$ cat src/rtl/id_stage_hazard_pipe_if.sv
// Bundle of decode-stage signals between IF/ID, the ID stage, EX and WB.
// Handshake: IF/ID->ID transfers when valid_i && ready_o at posedge; ID/EX->EX transfers when valid_o && ready_i.
interface id_stage_hazard_pipe_if #(
    parameter int XLEN   = 32,
    parameter int NREGS  = 32,
    parameter int CTRL_W = 12
);
    localparam int AW = $clog2(NREGS);

    logic              valid_i;
    logic              ready_o;
    logic [AW-1:0]     rs1_i;
    logic [AW-1:0]     rs2_i;
    logic [AW-1:0]     rd_i;
    logic              load_i;
    logic [CTRL_W-1:0] ctrl_i;
    logic [XLEN-1:0]   imm_i;
    logic [XLEN-1:0]   pc_i;
    logic [XLEN-1:0]   pcPlus4_i;
    logic              wb_we_i;
    logic [AW-1:0]     wb_rd_i;
    logic [XLEN-1:0]   wb_data_i;
    logic              ready_i;
    logic              flush_i;
    logic              valid_o;
    logic [CTRL_W-1:0] ctrl_o;
    logic              load_o;
    logic [AW-1:0]     rs1_o;
    logic [AW-1:0]     rs2_o;
    logic [AW-1:0]     rd_o;
    logic [XLEN-1:0]   rs1data_o;
    logic [XLEN-1:0]   rs2data_o;
    logic [XLEN-1:0]   imm_o;
    logic [XLEN-1:0]   pc_o;
    logic [XLEN-1:0]   pcPlus4_o;
    logic [XLEN-1:0]   a0_o;

    modport master (
        output valid_i, rs1_i, rs2_i, rd_i, load_i, ctrl_i, imm_i, pc_i, pcPlus4_i,
        output wb_we_i, wb_rd_i, wb_data_i, ready_i, flush_i,
        input  ready_o, valid_o, ctrl_o, load_o, rs1_o, rs2_o, rd_o,
        input  rs1data_o, rs2data_o, imm_o, pc_o, pcPlus4_o, a0_o
    );

    modport slave (
        input  valid_i, rs1_i, rs2_i, rd_i, load_i, ctrl_i, imm_i, pc_i, pcPlus4_i,
        input  wb_we_i, wb_rd_i, wb_data_i, ready_i, flush_i,
        output ready_o, valid_o, ctrl_o, load_o, rs1_o, rs2_o, rd_o,
        output rs1data_o, rs2data_o, imm_o, pc_o, pcPlus4_o, a0_o
    );
endinterface

$ cat src/rtl/id_stage_hazard_pipe.sv
// Decode stage: register file with WB write-through, load-use bubble insertion,
// and the ID/EX pipeline register with stall/hold and branch flush.
module id_stage_hazard_pipe #(
    parameter int XLEN   = 32,
    parameter int NREGS  = 32,
    parameter int CTRL_W = 12
) (
    input logic                  clk_i,
    input logic                  rstn_i,
    id_stage_hazard_pipe_if.slave bus
);
    localparam int AW = $clog2(NREGS);
    localparam logic [AW-1:0] A0_IDX = AW'(10);

    logic [XLEN-1:0] regs [NREGS];
    logic [XLEN-1:0] rd1;
    logic [XLEN-1:0] rd2;
    logic            advance;
    logic            hazard;
    logic            kill;
    logic            wb_write;

    assign wb_write = bus.wb_we_i && (bus.wb_rd_i != '0);

    // x0 is never written, so the plain array read already returns zero for it.
    assign rd1 = (wb_write && bus.wb_rd_i == bus.rs1_i) ? bus.wb_data_i : regs[bus.rs1_i];
    assign rd2 = (wb_write && bus.wb_rd_i == bus.rs2_i) ? bus.wb_data_i : regs[bus.rs2_i];

    assign advance = bus.ready_i | ~bus.valid_o;
    assign hazard  = bus.valid_i & bus.valid_o & bus.load_o & (bus.rd_o != '0) &
                     ((bus.rd_o == bus.rs1_i) | (bus.rd_o == bus.rs2_i));
    assign kill    = bus.flush_i | hazard;

    assign bus.ready_o = bus.flush_i | (advance & ~hazard);
    assign bus.a0_o    = regs[A0_IDX];

    always_ff @(posedge clk_i) begin
        if (!rstn_i) begin
            for (int i = 0; i < NREGS; i++) regs[i] <= '0;
            bus.valid_o   <= 1'b0;
            bus.ctrl_o    <= '0;
            bus.load_o    <= 1'b0;
            bus.rs1_o     <= '0;
            bus.rs2_o     <= '0;
            bus.rd_o      <= '0;
            bus.rs1data_o <= '0;
            bus.rs2data_o <= '0;
            bus.imm_o     <= '0;
            bus.pc_o      <= '0;
            bus.pcPlus4_o <= '0;
        end else begin
            if (wb_write) regs[bus.wb_rd_i] <= bus.wb_data_i;

            // A flush overrides a downstream stall; bubbles still capture the data fields.
            if (bus.flush_i || advance) begin
                bus.valid_o   <= bus.valid_i & ~kill;
                bus.ctrl_o    <= kill ? '0 : bus.ctrl_i;
                bus.load_o    <= bus.load_i & ~kill;
                bus.rd_o      <= kill ? '0 : bus.rd_i;
                bus.rs1_o     <= bus.rs1_i;
                bus.rs2_o     <= bus.rs2_i;
                bus.rs1data_o <= rd1;
                bus.rs2data_o <= rd2;
                bus.imm_o     <= bus.imm_i;
                bus.pc_o      <= bus.pc_i;
                bus.pcPlus4_o <= bus.pcPlus4_i;
            end else begin
                // Held operands pick up WB results so EX never sees a stale value.
                if (wb_write && bus.wb_rd_i == bus.rs1_o) bus.rs1data_o <= bus.wb_data_i;
                if (wb_write && bus.wb_rd_i == bus.rs2_o) bus.rs2data_o <= bus.wb_data_i;
            end
        end
    end
endmodule
$ cat src/flat_wrapper.sv
// flat-port wrapper written by rule: the top's interface ports become plain ports
module id_stage_hazard_pipe_flat 
#(
    parameter int XLEN   = 32,
    parameter int NREGS  = 32,
    parameter int CTRL_W = 12
)
  (clk_i, rstn_i, bus_valid_i, bus_rs1_i, bus_rs2_i, bus_rd_i, bus_load_i, bus_ctrl_i, bus_imm_i, bus_pc_i, bus_pcPlus4_i, bus_wb_we_i, bus_wb_rd_i, bus_wb_data_i, bus_ready_i, bus_flush_i, bus_ready_o, bus_valid_o, bus_ctrl_o, bus_load_o, bus_rs1_o, bus_rs2_o, bus_rd_o, bus_rs1data_o, bus_rs2data_o, bus_imm_o, bus_pc_o, bus_pcPlus4_o, bus_a0_o);
  id_stage_hazard_pipe_if #(.XLEN(XLEN), .NREGS(NREGS), .CTRL_W(CTRL_W)) bus_i ();
  input logic clk_i;
  input logic rstn_i;
  input wire logic [$bits(bus_i.valid_i)-1:0] bus_valid_i;
  input wire logic [$bits(bus_i.rs1_i)-1:0] bus_rs1_i;
  input wire logic [$bits(bus_i.rs2_i)-1:0] bus_rs2_i;
  input wire logic [$bits(bus_i.rd_i)-1:0] bus_rd_i;
  input wire logic [$bits(bus_i.load_i)-1:0] bus_load_i;
  input wire logic [$bits(bus_i.ctrl_i)-1:0] bus_ctrl_i;
  input wire logic [$bits(bus_i.imm_i)-1:0] bus_imm_i;
  input wire logic [$bits(bus_i.pc_i)-1:0] bus_pc_i;
  input wire logic [$bits(bus_i.pcPlus4_i)-1:0] bus_pcPlus4_i;
  input wire logic [$bits(bus_i.wb_we_i)-1:0] bus_wb_we_i;
  input wire logic [$bits(bus_i.wb_rd_i)-1:0] bus_wb_rd_i;
  input wire logic [$bits(bus_i.wb_data_i)-1:0] bus_wb_data_i;
  input wire logic [$bits(bus_i.ready_i)-1:0] bus_ready_i;
  input wire logic [$bits(bus_i.flush_i)-1:0] bus_flush_i;
  output wire logic [$bits(bus_i.ready_o)-1:0] bus_ready_o;
  output wire logic [$bits(bus_i.valid_o)-1:0] bus_valid_o;
  output wire logic [$bits(bus_i.ctrl_o)-1:0] bus_ctrl_o;
  output wire logic [$bits(bus_i.load_o)-1:0] bus_load_o;
  output wire logic [$bits(bus_i.rs1_o)-1:0] bus_rs1_o;
  output wire logic [$bits(bus_i.rs2_o)-1:0] bus_rs2_o;
  output wire logic [$bits(bus_i.rd_o)-1:0] bus_rd_o;
  output wire logic [$bits(bus_i.rs1data_o)-1:0] bus_rs1data_o;
  output wire logic [$bits(bus_i.rs2data_o)-1:0] bus_rs2data_o;
  output wire logic [$bits(bus_i.imm_o)-1:0] bus_imm_o;
  output wire logic [$bits(bus_i.pc_o)-1:0] bus_pc_o;
  output wire logic [$bits(bus_i.pcPlus4_o)-1:0] bus_pcPlus4_o;
  output wire logic [$bits(bus_i.a0_o)-1:0] bus_a0_o;
  assign bus_i.valid_i = bus_valid_i;
  assign bus_i.rs1_i = bus_rs1_i;
  assign bus_i.rs2_i = bus_rs2_i;
  assign bus_i.rd_i = bus_rd_i;
  assign bus_i.load_i = bus_load_i;
  assign bus_i.ctrl_i = bus_ctrl_i;
  assign bus_i.imm_i = bus_imm_i;
  assign bus_i.pc_i = bus_pc_i;
  assign bus_i.pcPlus4_i = bus_pcPlus4_i;
  assign bus_i.wb_we_i = bus_wb_we_i;
  assign bus_i.wb_rd_i = bus_wb_rd_i;
  assign bus_i.wb_data_i = bus_wb_data_i;
  assign bus_i.ready_i = bus_ready_i;
  assign bus_i.flush_i = bus_flush_i;
  assign bus_ready_o = bus_i.ready_o;
  assign bus_valid_o = bus_i.valid_o;
  assign bus_ctrl_o = bus_i.ctrl_o;
  assign bus_load_o = bus_i.load_o;
  assign bus_rs1_o = bus_i.rs1_o;
  assign bus_rs2_o = bus_i.rs2_o;
  assign bus_rd_o = bus_i.rd_o;
  assign bus_rs1data_o = bus_i.rs1data_o;
  assign bus_rs2data_o = bus_i.rs2data_o;
  assign bus_imm_o = bus_i.imm_o;
  assign bus_pc_o = bus_i.pc_o;
  assign bus_pcPlus4_o = bus_i.pcPlus4_o;
  assign bus_a0_o = bus_i.a0_o;
  id_stage_hazard_pipe #(.XLEN(XLEN), .NREGS(NREGS), .CTRL_W(CTRL_W)) u_core (.clk_i(clk_i), .rstn_i(rstn_i), .bus(bus_i));
endmodule
$ cat config.mk
export PLATFORM = sky130hd
export DESIGN_NAME = id_stage_hazard_pipe_flat
export DESIGN_NICKNAME = d
export VERILOG_FILES = /design/src/rtl/id_stage_hazard_pipe_if.sv /design/src/rtl/id_stage_hazard_pipe.sv /design/src/flat_wrapper.sv
export SDC_FILE = /design/constraint.sdc
export NUM_CORES = 2
export LEC_CHECK = 0
export BUFFER_PORTS_ARGS = -buffer_cell sky130_fd_sc_hd__buf_2
export CAP_MARGIN = 40
export CORE_MARGIN = 10
export CORE_UTILIZATION = 55
export DETAILED_ROUTE_END_ITERATION = 10
export PLACE_DENSITY = 0.73
export SLEW_MARGIN = 5
export SYNTH_ARGS = -nofsm -noshare
export SYNTH_HDL_FRONTEND = slang
export SYNTH_SLANG_ARGS = --single-unit
$ cat constraint.sdc
create_clock -name clk_i -period 5.2 [get_ports clk_i]
set_input_delay 0.78 -clock clk_i [delete_from_list [all_inputs] [get_ports clk_i]]
set_output_delay 0.78 -clock clk_i [all_outputs]
set_load 0.005 [all_outputs]
==> results.yml <==
cells_and_area:
  synthToLayoutAreaGrowth_pct: 14.1
  layout_common_cells: "sky130_fd_sc_hd__edfxtp_1 (1024), sky130_fd_sc_hd__nor3_1 (930), sky130_fd_sc_hd__mux4_2 (512)"
  drive_gt1_frac: 0.287
  layout_commonest_cell: "sky130_fd_sc_hd__edfxtp_1"
  layout_net_count: 4708
  post-route-util: 0.633
clock_network:
  cts_max_path_buffers: 3
  cts_resized: 0
  cts_setup_buffers: 0
  post_cts_hold_buffer_count: 0
  cts.sinks: 1213
  htree_levels: 3
  tritoncts: "done"
  path_clk_slew_ps: 60
  cts_made_buffers: 121
  cts-root-buf: "sky130_fd_sc_hd__clkbuf_16"
  clock_insertion_delay_worst_skew_ps: 740
placed_design:
  half_perimeter_wire_length_after_detailed_placement_mm: 124
  io_buffer_count: 388
  placer_congestion_estimate: 0.879
floorplanning:
  io_pins: 389
  floorplan.die.height_um: 349
  floorplan.die_area_mm2: 0.122
  fp-row-count: 120
  floorplan.die.width_um: 349
  floorplan.core_area_mm2: 0.107
  initial_core_util: 0.555
logic_synthesis:
  netlist.top_cell.by_area: "sky130_fd_sc_hd__edfxtp_1"
  yosys_warnings: 0
  yosys_most_used_dff: "sky130_fd_sc_hd__edfxtp_1"
  async_reset_ff_frac: 0
  synthesis.instances: 4398
  synth-seq-area-share: 0.579
  yosysTopAreaCellShare: 0.516
  syn_avg_cell_area_um2: 13.6
  netlist_area_mm2: 0.0596
  ys_top_cells_by_area: "sky130_fd_sc_hd__edfxtp_1 (52%), sky130_fd_sc_hd__mux4_2 (19%), sky130_fd_sc_hd__nor3_1 (7.8%)"
  ys_ff_latch: 1213
  synth_edf_count: 1024
  synth.lib_cells_used.distinct: 41
drt:
  antenna_violating_nets_post_route: 0
  dr.first_iter.drc_count: 7137
  wl_mm: 198
  drt-pass1-iter-count: 7
  remaining_drc_errors: 0
  post_drt_wl_per_cell_um: 32.7
  vias: 44000
  vias_per_cell: 7.26
setup_path:
  regToRegSetupSlack_ps: 2790
  critical_path_class: "primary input to output port"
  endpoint_kind: "output port"
  critical_path_buf_inv_count: 3
  critical_path.max_fanout: 75
  slowest_delay_ps: 500
  critical-path-top-delay-family: "buffers and inverters"
  crit_slowest_cell: "sky130_fd_sc_hd__buf_8"
  worst_setup_path_start_kind: "primary input"
  cp_data_arrival_time_ps: 2440
  crit_path_cell_trace: "buf_8 > xor2_1 > nor2_1 > a22oi_1 > buf_4 > o21ai_0 > nand2b_1 > buf_2"
  critPathRequiredTime_ps: 4420
global_routing:
  track_usage: 0.317
  grt_start_max_net_pins: 160
  initial_antenna_violation_count: 10
  grt_pass1_vias: 43100
  grt-ovfl-total: 0
  grt_first_pass_wirelength_mm: 288
status:
  run_status: "finished clean"
sta:
  max_freq_mhz: 310
  layout_min_cycle_time_ps: 3220
  finalMaxSlewViolations: 0
  finalHoldViolCount: 0
  finalSetupViolCount: 0
  fin_skew_ps: 27.3
  rsz0062_at_grt: "no"
  worst_slew_pin_slew_ps: 939
  slew_headroom: 0.373
  min_period_over_period: 0.620
  fin_tns_setup_ps: 0
power_and_ir_drop:
  p_per_area_mw_per_mm2: 347
  total_leakage_power_nw: 22.6
  power.ir.vdd_worst_v: 0.000274
hold_path:
  min-delay-path-class: "primary input to register"
run:
  max-cap-violations: 0
==> flip-flops by register name, summed over array words and instances, names as in the netlist, 5 cells and up <==
name and cells:
u_core.bus.rs1_o 5, u_core.regs 1024, u_core.bus.rs2data_o 32, u_core.bus.rs2_o 5, u_core.bus.imm_o 32, u_core.bus.pcPlus4_o 32, u_core.bus.ctrl_o 12, u_core.bus.rd_o 5
u_core.bus.pc_o 32, u_core.bus.rs1data_o 32
==> cell usage after synthesis, drive strengths merged (4+ instances only) <==
cell type	count
o22ai	57
a211oi	64
nor3	931
and3	33
o21ai	88
o221ai	7
nor2b	5
o211ai	18
nor2	15
dfxtp	189
inv	33
buf	117
clkbuf	456
nand2	362
a22oi	257
xor2	14
xnor2	16
mux4	512
nand2b	8
or3	4
edfxtp	1024
a21oi	127
and2	34
nand3	5
==> final timing paths <==
kind              depth (start not counted)           startpoint                  endpoint
setup / recovery                          8         bus_rs1_i[2]               bus_ready_o
hold / removal                            3         bus_pc_i[22]       u_core.bus.pc_o[22]
setup reg to reg                          6   u_core.bus.valid_o  u_core.bus.rs1data_o[24]
hold reg to reg                           2  u_core.bus.pc_o[21]       u_core.bus.pc_o[21]
==> cell families after synthesis <==
| logic type | count (synthesis) | share of synthesized area |
|---|---|---|
| AOI/OAI and AO/OA | 627 | 0.0696 |
| xor gates and xnor gates | 30 | 0.00441 |
| buffers and inverters | 606 | 0.0404 |
| DFF | 1213 | 0.579 |
| muxes | 512 | 0.193 |
| other | 1 | 0.0000629 |
| and+or+nand+nor | 1409 | 0.113 |
==> final cells by class <==
cell class / instances / area (µm²)
Fill cell: 7705 / 39400
Sequential cell: 1213 / 34500
Multi-Input combinational cell: 2610 / 23300
Timing Repair Buffer: 562 / 4060
Clock buffer: 136 / 3130
Tap cell: 1403 / 1760
Clock inverter: 95 / 1040
Inverter: 33 / 126
Antenna cell: 6 / 15.0
==> metal layers <==
layer,global-route usage,share of wire
met1,0.423,0.34
met2,0.481,0.46
met3,0.105,0.16
met4,0.119,0.040
met5,0,0.00023
==> report_power, final <==
part	switching (mW)	internal (mW)
Combinational	1.76	1.16
Sequential	0.360	11.1
Clock	3.97	5.25
Total	6.10	17.5
==> through the flow <==
| step | setup WS [ps] | hold slack [ps] | std cells | power, mW | area, µm² |
|---|---|---|---|---|---|
| finish | 1980 | 296 | 6058 | 23.6 | 68000 |
| global placement | 1300 | 435 | 5790 | 14.3 | 63000 |
| CTS | 1960 | 263 | 6052 | 23.5 | 68000 |
| floorplan | 573 | 448 | 4429 | 13.2 | 59700 |
| global route | 1830 | 287 | 6054 | 24.2 | 68000 |
| detailed placement | 1330 | 440 | 5821 | 14.5 | 63800 |
==> worst reg2reg max path, cell delays in order, from the launching register on <==
cell and delay [ps]:
sky130_fd_sc_hd__dfxtp_1 390, sky130_fd_sc_hd__nor2b_1 280, sky130_fd_sc_hd__nand2b_4 90, sky130_fd_sc_hd__or4_1 590, sky130_fd_sc_hd__a21oi_4 140, sky130_fd_sc_hd__buf_4 560
sky130_fd_sc_hd__a211oi_1 220
Note: power is estimated with default switching activity, not from simulation.
